$ cat src/rtl/mode_counter.sv
// Prescaled up/down/one-shot/ping-pong counter with runtime terminal value,
// synchronous load and a registered one-cycle terminal-count pulse.
module mode_counter #(
  parameter int unsigned WIDTH    = 7,
  parameter int unsigned PRESCALE = 1
) (
  input  logic             clk_i,
  input  logic             rst_i,
  input  logic             en_i,
  input  logic [1:0]       mode_i,
  input  logic [WIDTH-1:0] max_i,
  input  logic             load_i,
  input  logic [WIDTH-1:0] load_val_i,
  output logic [WIDTH-1:0] count_o,
  output logic             tc_o,
  output logic             dir_o,
  output logic             done_o
);

  localparam int unsigned     PW      = (PRESCALE > 1) ? $clog2(PRESCALE) : 1;
  localparam logic [PW-1:0]   PS_LAST = PW'(PRESCALE - 1);
  localparam logic [1:0]      MODE_UP   = 2'b00;
  localparam logic [1:0]      MODE_DOWN = 2'b01;
  localparam logic [1:0]      MODE_ONE  = 2'b10;
  localparam logic [1:0]      MODE_PING = 2'b11;

  logic [PW-1:0]    ps_q, ps_d;
  logic [WIDTH-1:0] count_d;
  logic             tc_d, dir_d, done_d;
  logic             step;
  logic [WIDTH:0]   inc_x, max_x;

  // One extra bit keeps count+1 >= max honest when count sits at all-ones.
  assign inc_x = {1'b0, count_o} + (WIDTH+1)'(1);
  assign max_x = {1'b0, max_i};
  assign step  = en_i && (ps_q == PS_LAST);

  // Next-state: load beats step; mode-derived dir/done updates happen every cycle.
  always_comb begin
    ps_d    = ps_q;
    count_d = count_o;
    tc_d    = 1'b0;
    dir_d   = dir_o;
    done_d  = done_o;

    if (load_i) begin
      count_d = (load_val_i > max_i) ? max_i : load_val_i;
      ps_d    = '0;
      done_d  = 1'b0;
      dir_d   = (mode_i == MODE_DOWN);
    end else begin
      if (en_i) ps_d = step ? '0 : ps_q + PW'(1);

      case (mode_i)
        MODE_UP:   begin dir_d = 1'b0; done_d = 1'b0; end
        MODE_DOWN: begin dir_d = 1'b1; done_d = 1'b0; end
        MODE_ONE:  dir_d = 1'b0;
        MODE_PING: done_d = 1'b0;
      endcase

      if (step) begin
        case (mode_i)
          MODE_UP: begin
            if (count_o >= max_i) begin
              count_d = '0;
              tc_d    = 1'b1;
            end else begin
              count_d = inc_x[WIDTH-1:0];
            end
          end
          MODE_DOWN: begin
            if (count_o == '0) begin
              count_d = max_i;
              tc_d    = 1'b1;
            end else if (count_o > max_i) begin
              count_d = max_i;
            end else begin
              count_d = count_o - WIDTH'(1);
            end
          end
          MODE_ONE: begin
            if (!done_o) begin
              if (inc_x >= max_x) begin
                count_d = max_i;
                done_d  = 1'b1;
                tc_d    = 1'b1;
              end else begin
                count_d = inc_x[WIDTH-1:0];
              end
            end
          end
          MODE_PING: begin
            if (max_i == '0) begin
              count_d = '0;
              dir_d   = 1'b0;
              tc_d    = 1'b1;
            end else if (!dir_o) begin
              if (inc_x >= max_x) begin
                count_d = max_i;
                dir_d   = 1'b1;
              end else begin
                count_d = inc_x[WIDTH-1:0];
              end
            end else begin
              // Guard against underflow if max_i moved under a descending count.
              if (count_o <= WIDTH'(1)) begin
                count_d = '0;
                dir_d   = 1'b0;
                tc_d    = 1'b1;
              end else begin
                count_d = count_o - WIDTH'(1);
              end
            end
          end
        endcase
      end
    end
  end

  always_ff @(posedge clk_i) begin
    if (rst_i) begin
      ps_q    <= '0;
      count_o <= '0;
      tc_o    <= 1'b0;
      dir_o   <= 1'b0;
      done_o  <= 1'b0;
    end else begin
      ps_q    <= ps_d;
      count_o <= count_d;
      tc_o    <= tc_d;
      dir_o   <= dir_d;
      done_o  <= done_d;
    end
  end

endmodule
$ cat config.mk
export PLATFORM = sky130hd
export DESIGN_NAME = mode_counter
export DESIGN_NICKNAME = d
export VERILOG_FILES = /design/src/rtl/mode_counter.sv
export SDC_FILE = /design/constraint.sdc
export NUM_CORES = 1
export LEC_CHECK = 0
export CORE_UTILIZATION = 40
export CTS_BUF_LIST = sky130_fd_sc_hd__clkbuf_8 sky130_fd_sc_hd__clkbuf_16
export DETAILED_ROUTE_END_ITERATION = 6
export PLACE_DENSITY = 0.62
export SLEW_MARGIN = 10
export SYNTH_ARGS = -nofsm -noshare
export SYNTH_HDL_FRONTEND = slang
export SYNTH_SLANG_ARGS = --single-unit
$ cat constraint.sdc
create_clock -name clk_i -period 4.1 [get_ports clk_i]
set_clock_uncertainty 0.1 [all_clocks]
set_input_delay 0.82 -clock clk_i [delete_from_list [all_inputs] [get_ports clk_i]]
set_output_delay 0.82 -clock clk_i [all_outputs]
set_load 0.01 [all_outputs]
==> impl_metrics.json <==
{
  "outcome": "finished, violations left",
  "violations": "DRC",
  "end_kind": "register",
  "die_h_microns": 71.3,
  "synth.most_common_cell": "nor2_1",
  "arrival_ps": 3560,
  "syn_area_per_cell_sq_um": 7.24,
  "cts_sinks": 11,
  "grt_overflow": 0,
  "grt_pass1_wl_mm": 9.86,
  "worstPathRequired_ps": 4140,
  "period_share": 0.859,
  "hpwl_mm": 4.62,
  "cts_buffer_depth": 2,
  "track_usage": 0.246,
  "startpoint_type": "input port",
  "postCtsSetupBuffers": 0,
  "yosys-top-cells-area": "ha_1 16%, dfxtp_1 11%, a21oi_1 7.3%",
  "synth_compound_area_frac": 0.312,
  "clk_latency_ps": 250,
  "synthMuxAreaShare": 0.0678,
  "num_rows": 24,
  "hold_start": "ps_q",
  "hold_end": "ps_q",
  "initial_utilization": 0.429,
  "maxCapViolCount": 0,
  "r2r-end": "count_o[0]",
  "gp_congestion": 0.924,
  "switching_share": 0.453,
  "ys_ff_latch": 11,
  "finalHoldViolCount": 0,
  "ys_async_sr_fraction": 0,
  "postLayoutCellArea_sq_um": 2270,
  "via_per_inst": 6.27,
  "ctsResizeCount": 0,
  "intPower_uw": 363,
  "ys_top_cells_by_count": "30 x nor2_1, 28 x a21oi_1, 24 x ha_1",
  "tritoncts": "built",
  "vdd.ir_drop.worst_uv": 124,
  "syn-cell-area_sq_um": 1920,
  "synth_top_family_by_area": "compound AO/OA/AOI/OAI gates",
  "io_buffers": 29,
  "switchingPower_uw": 301,
  "synth_nets": 309,
  "core_area_sq_um": 4470,
  "grt_pass1_vias": 1993,
  "fmax_mhz": 284,
  "setup_tns_ps": 0,
  "placed_area_sq_um": 2220,
  "power.leakage_uw": 0.000974,
  "fin_nets": 335,
  "totalPowerFinal_uw": 663,
  "cts_buffers": 3,
  "synth_top_flop_cell": "dfxtp_1",
  "clkPwrFrac": 0.174,
  "die_w_microns": 71.3,
  "ys_seq_area_frac": 0.115,
  "p_per_area_nw_per_um2": 292,
  "setup-violations-final": 0,
  "num_vias": 2145,
  "holdBufCountCts": 0,
  "dieArea_sq_um": 5080,
  "worstMarginPinSlew_ps": 690,
  "drv_slew": 0,
  "routedWlPerCell_microns": 17.7,
  "r2r_start": "count_o[0]",
  "synth_xor_area_frac": 0.0411,
  "ys_types": 56,
  "period_needed_ps": 3520,
  "drtPass1Iterations": 7,
  "worst-path-max-fanout": 6,
  "drt-total-wl_mm": 6.07,
  "synthToLayoutAreaGrowth_pct": 18.2,
  "route.antenna.remaining_nets": 0,
  "comb_power_share": 0.593,
  "grt_setup_unrepaired": "false",
  "cts_max_level": 1,
  "clockRootBuffer": "clkbuf_8",
  "drive_gt1_frac": 0.0724,
  "reg2reg_slack_ps": 650,
  "drc": 2,
  "synth_fa_ha_area_frac": 0.156,
  "relSlewSlack": 0.539,
  "hold_depth": 1,
  "grt_start_max_net_pins": 19,
  "antenna_cells": 0,
  "yosysTopAreaCell": "ha_1",
  "synth_cells": 265,
  "holdWs_ps": 378,
  "drtIter0Drc": 169,
  "critical_path_class": "in2reg",
  "antenna_found_initial": 0,
  "reg2regPathDepth": 10,
  "yosys_warnings": 0,
  "pwr-share-seq": 0.233,
  "synth_top_cell_area_share": 0.156,
  "ios": 30,
  "synth_edf_count": 0,
  "hold_path_class": "reg2reg",
  "clk_pin_slew_ps": 60,
  "synthSimpleGateAreaFrac": 0.232
}
how the worst max path moves through the flow:
stage / startpoint / end / slack [ps] / cells after the start
2_1_floorplan: count_o[0] / count_o[0] / 1290 / 10
3_3_place_gp: max_i[1] / count_o[0] / 300 / 10
3_5_place_dp: max_i[1] / count_o[0] / 350 / 10
4_1_cts: max_i[1] / count_o[0] / 600 / 10
5_1_grt: max_i[1] / count_o[0] / 420 / 10
6_report: max_i[1] / count_o[0] / 580 / 10
power by group through the flow:
stage,Sequential [uW],Clock [uW],Combinational (uW)
finish,155,115,393
global route,157,120,432
CTS,153,114,387
detailed placement,155,0,385
global placement,156,0,384
floorplan,140,0,287
kinds of logic after synthesis:
group,count (synthesis)
buf+inv,27
flops,11
compound gates,90
mux,13
fa+ha+maj,24
simple gates,91
xor+xnor,9
routing by layer:
layer	GRT usage	wire length, microns	vias up
met5	0	0	-
met4	0.0689	104	0
met3	0.0225	493	13
met2	0.407	2730	122
met1	0.341	2740	980
li1	-	-	1030
flip-flops by register name, summed over array words and instances, names as in the netlist:
register and flops:
tc_o 1, dir_o 1, count_o 7, done_o 1, ps_q 1
layout make-up:
cell class                 count  area, sq um
fill                         463         2210
multi-input combinational    227         1550
timing repair buffer          35          335
sequential                    11          220
tap                           52         65.1
inverter                      13         48.8
clock buffer                   3         41.3
clock inverter                 1         3.75
through the flow:
stage	cells	worst slack [ps]	util
final	342	576	0.507
after CTS	342	601	0.507
after floorplan	265	1290	-
after detailed placement	338	350	0.497
after global placement	338	299	0.497
after global routing	342	420	0.507
layout by cell type, fill, tap and decap left out, types with 4 or more instances in the layout:
| master | count |
|---|---|
| a21o_1 | 7 |
| a21oi_1 | 28 |
| buf_4 | 6 |
| clkdlybuf4s50_1 | 29 |
| dfxtp_1 | 11 |
| ha_1 | 24 |
| inv_1 | 14 |
| mux2i_1 | 13 |
| nand2_1 | 22 |
| nand3_1 | 10 |
| nand4_1 | 4 |
| nor2_1 | 30 |
| nor3_1 | 5 |
| o21ai_0 | 18 |
| o22a_1 | 4 |
| xnor2_1 | 5 |
| xor2_1 | 4 |
worst max-delay path, cell delays in order:
cell and delay [ps]:
clkdlybuf4s50_1 600, inv_1 160, ha_1 300, a21bo_2 210, a21oi_1 200, o2111ai_1 250, a21oi_1 330, mux2i_1 240
o221ai_1 150, a211o_1 310
(Power assumes the default switching activity.)
==> patch: new RTL, same flow settings <==
Register the inputs `en_i`, `mode_i`, `max_i`, `load_i` and `load_val_i` before use. The logic sees them one clock later.
--- a/src/rtl/mode_counter.sv
+++ b/src/rtl/mode_counter.sv
@@ -26,2 +26,16 @@
 
+  logic en_q;
+  logic [1:0] mode_q;
+  logic [WIDTH-1:0] max_q;
+  logic load_q;
+  logic [WIDTH-1:0] load_val_q;
+
+  always_ff @(posedge clk_i) begin
+    en_q       <= en_i;
+    mode_q     <= mode_i;
+    max_q      <= max_i;
+    load_q     <= load_i;
+    load_val_q <= load_val_i;
+  end
+
   logic [PW-1:0]    ps_q, ps_d;
@@ -34,4 +48,4 @@
   assign inc_x = {1'b0, count_o} + (WIDTH+1)'(1);
-  assign max_x = {1'b0, max_i};
-  assign step  = en_i && (ps_q == PS_LAST);
+  assign max_x = {1'b0, max_q};
+  assign step  = en_q && (ps_q == PS_LAST);
 
@@ -45,11 +59,11 @@
 
-    if (load_i) begin
-      count_d = (load_val_i > max_i) ? max_i : load_val_i;
+    if (load_q) begin
+      count_d = (load_val_q > max_q) ? max_q : load_val_q;
       ps_d    = '0;
       done_d  = 1'b0;
-      dir_d   = (mode_i == MODE_DOWN);
+      dir_d   = (mode_q == MODE_DOWN);
     end else begin
-      if (en_i) ps_d = step ? '0 : ps_q + PW'(1);
+      if (en_q) ps_d = step ? '0 : ps_q + PW'(1);
 
-      case (mode_i)
+      case (mode_q)
         MODE_UP:   begin dir_d = 1'b0; done_d = 1'b0; end
@@ -61,5 +75,5 @@
       if (step) begin
-        case (mode_i)
+        case (mode_q)
           MODE_UP: begin
-            if (count_o >= max_i) begin
+            if (count_o >= max_q) begin
               count_d = '0;
@@ -72,6 +86,6 @@
             if (count_o == '0) begin
-              count_d = max_i;
+              count_d = max_q;
               tc_d    = 1'b1;
-            end else if (count_o > max_i) begin
-              count_d = max_i;
+            end else if (count_o > max_q) begin
+              count_d = max_q;
             end else begin
@@ -83,3 +97,3 @@
               if (inc_x >= max_x) begin
-                count_d = max_i;
+                count_d = max_q;
                 done_d  = 1'b1;
@@ -92,3 +106,3 @@
           MODE_PING: begin
-            if (max_i == '0) begin
+            if (max_q == '0) begin
               count_d = '0;
@@ -98,3 +112,3 @@
               if (inc_x >= max_x) begin
-                count_d = max_i;
+                count_d = max_q;
                 dir_d   = 1'b1;
Check against the original RTL: not equivalent (a bounded check fails within 4 cycles, from zero or initial values and one cycle with rst_i high).
==> patch against the original RTL <==
- clock power up 95%
- design area up 17%
- critical path type is now flip-flop to flip-flop
- sequential cell count up 18
- setup slack worse by 52 ps
- power up 33%
- critical endpoint is now count_o[3]
- combinational power down 19%
- area after synthesis up 19%
- highest routed layer unchanged
- wire length up 6.0%
==> patch: results (changes against the original RTL) <==
Place
  – Detailed Place HPWL: 4790 µm (+3.8%)
  – GP Congestion: 0.973 (+5.3%)
  – Port-buffer cells: 29 (unchanged)
  – Area post-placement: 2580 µm² (+16%)
  – DP Worst Slack: 626 ps (+275 ps)
  – Placed cell count: 365 (+8.0%)

Yosys
  – Synth Warn #: 0 (unchanged)
  – Mux cell area share after synthesis: 1.76% (-5.0 points)
  – Compound-cell area share of the yosys netlist: 25.5% (-5.8 points)
  – Mean Syn Cell Area: 8.26 µm² (+14%)
  – Syn_nets: 320 (+3.6%)
  – Post-synth top cells: 29 x dfxtp_1, 27 x nor2_1, 25 x a21oi_1
  – Post-synthesis adder-cell area fraction: 13.2% (-2.5 points)
  – Register area share after synthesis: 25.5% (+14 points)
  – Area contributors post-synth: dfxtp_1 25%, ha_1 13%, a21oi_1 5.5%, nor2_1 4.4%, nand2_1 3.5%
  – Post-synth cell types: 60 (+7.1%)
  – Synth Area in XOR/XNOR: 3.46% (-0.65 points)
  – Share of flip-flops with an asynchronous set or reset: 0% (unchanged)

GRT
  – Antenna violations before repair: 0 (unchanged)
  – Total track usage: 23.0% (-1.6 points)
  – Vias in the first global route: 2,078 (+4.3%)
  – First-pass GRT wire length: 10,700 µm (+8.4%)
  – Largest net degree at the start of global routing: 20 (+1)

Routing
  – Vias: 2,190 (+2.1%)
  – DR WL/cell: 17.2 µm (-2.8%)
  – Vias per Instance: 5.87 (-6.4%)
  – Initial DRC Count: 152 (-10%)
  – TritonRoute pass-1 iters: 5 (-2)

Run
  – # Max-Cap Violations: 0 (unchanged)

Clock tree
  – Clock root buffer: clkbuf_8
  – CTS max path bufs: 2 (unchanged)
  – Worst skew pair latency: 280 ps (+30 ps)
  – CTS Buf Count: 5 (+2)
  – Post-CTS Resized: 0 (unchanged)
  – Post-CTS setup buffer count: 0 (unchanged)
  – CTS HTree Levels: 2 (+1)
  – Register clock-pin slew on the reported worst setup and hold paths: 60 ps (about the same)

Final layout
  – Ant diodes: 0 (unchanged)
  – Final Instance Area: 2660 µm² (+17%)
  – # fillers: 559 (+21%)
  – Nets: 344 (+2.7%)
  – Share of layout cells above drive strength 1: 9.30% (+2.1 points)
  – Largest regs: count_o (7), load_val_q (7), max_q (7)

STA
  – Relative slew slack: 37.3% (-17 points)

Worst setup path
  – Worst Path Arrival: 3620 ps (+60 ps)
  – Maximum fanout along the worst path: 12 (+6)

Power
  – Psw: 0.326 mW (+8.5%)
  – Leakage: 1.09 nW (+12%)
  – VDD IR max: 0.226 mV (+83%)

Run status
  – Status: completed

Hold path
  – Hold WC Path Type: flip-flop to flip-flop
[patch: path summary, 6_finish.rpt]
kind	startpoint	to	cells after the start	slack, ps
setup / recovery	count_o[1]	count_o[3]	10	520
hold reg to reg	en_q	ps_q	1	340
hold / removal	en_q	ps_q	1	340
setup reg to reg	count_o[1]	count_o[3]	10	520
[patch: area by class of cell]
cell class	count	share of cell area, %
multi-input cells	216	57.6
flip-flops and latches	29	21.8
repair buffers	32	11.8
well taps	72	3.39
clock buffers	5	2.59
inverters	16	2.26
clock inverters	3	0.518
[patch: metal layers]
metal | GRT usage (%) | wire length (µm)
met5 | 0 | 0
met4 | 9.62 | 223
met3 | 4.35 | 605
met2 | 35.3 | 2810
met1 | 31.2 | 2790
[patch: cell families after synthesis]
group	count (synthesis)
xor+xnor	9
simple gates	98
flops	29
compound gates	81
mux	4
buf+inv	31
fa+ha+maj	24
[patch: critical path, cell delays in order (launching register included)]
cell	delay, ps
dfxtp_1	600
ha_1	330
xor2_1	290
ha_1	310
a211o_1	310
a31oi_2	200
o21ai_2	130
nor2_4	290
o22ai_2	180
a2111oi_0	520
a221oi_1	170
[patch: power by group through the flow]
stage / clock (mW) / sequential (mW) / combinational, mW
after floorplan: 0 / 0.326 / 0.237
after global placement: 0 / 0.342 / 0.310
after detailed placement: 0 / 0.344 / 0.309
after CTS: 0.230 / 0.337 / 0.311
after global routing: 0.247 / 0.341 / 0.349
final: 0.224 / 0.338 / 0.317
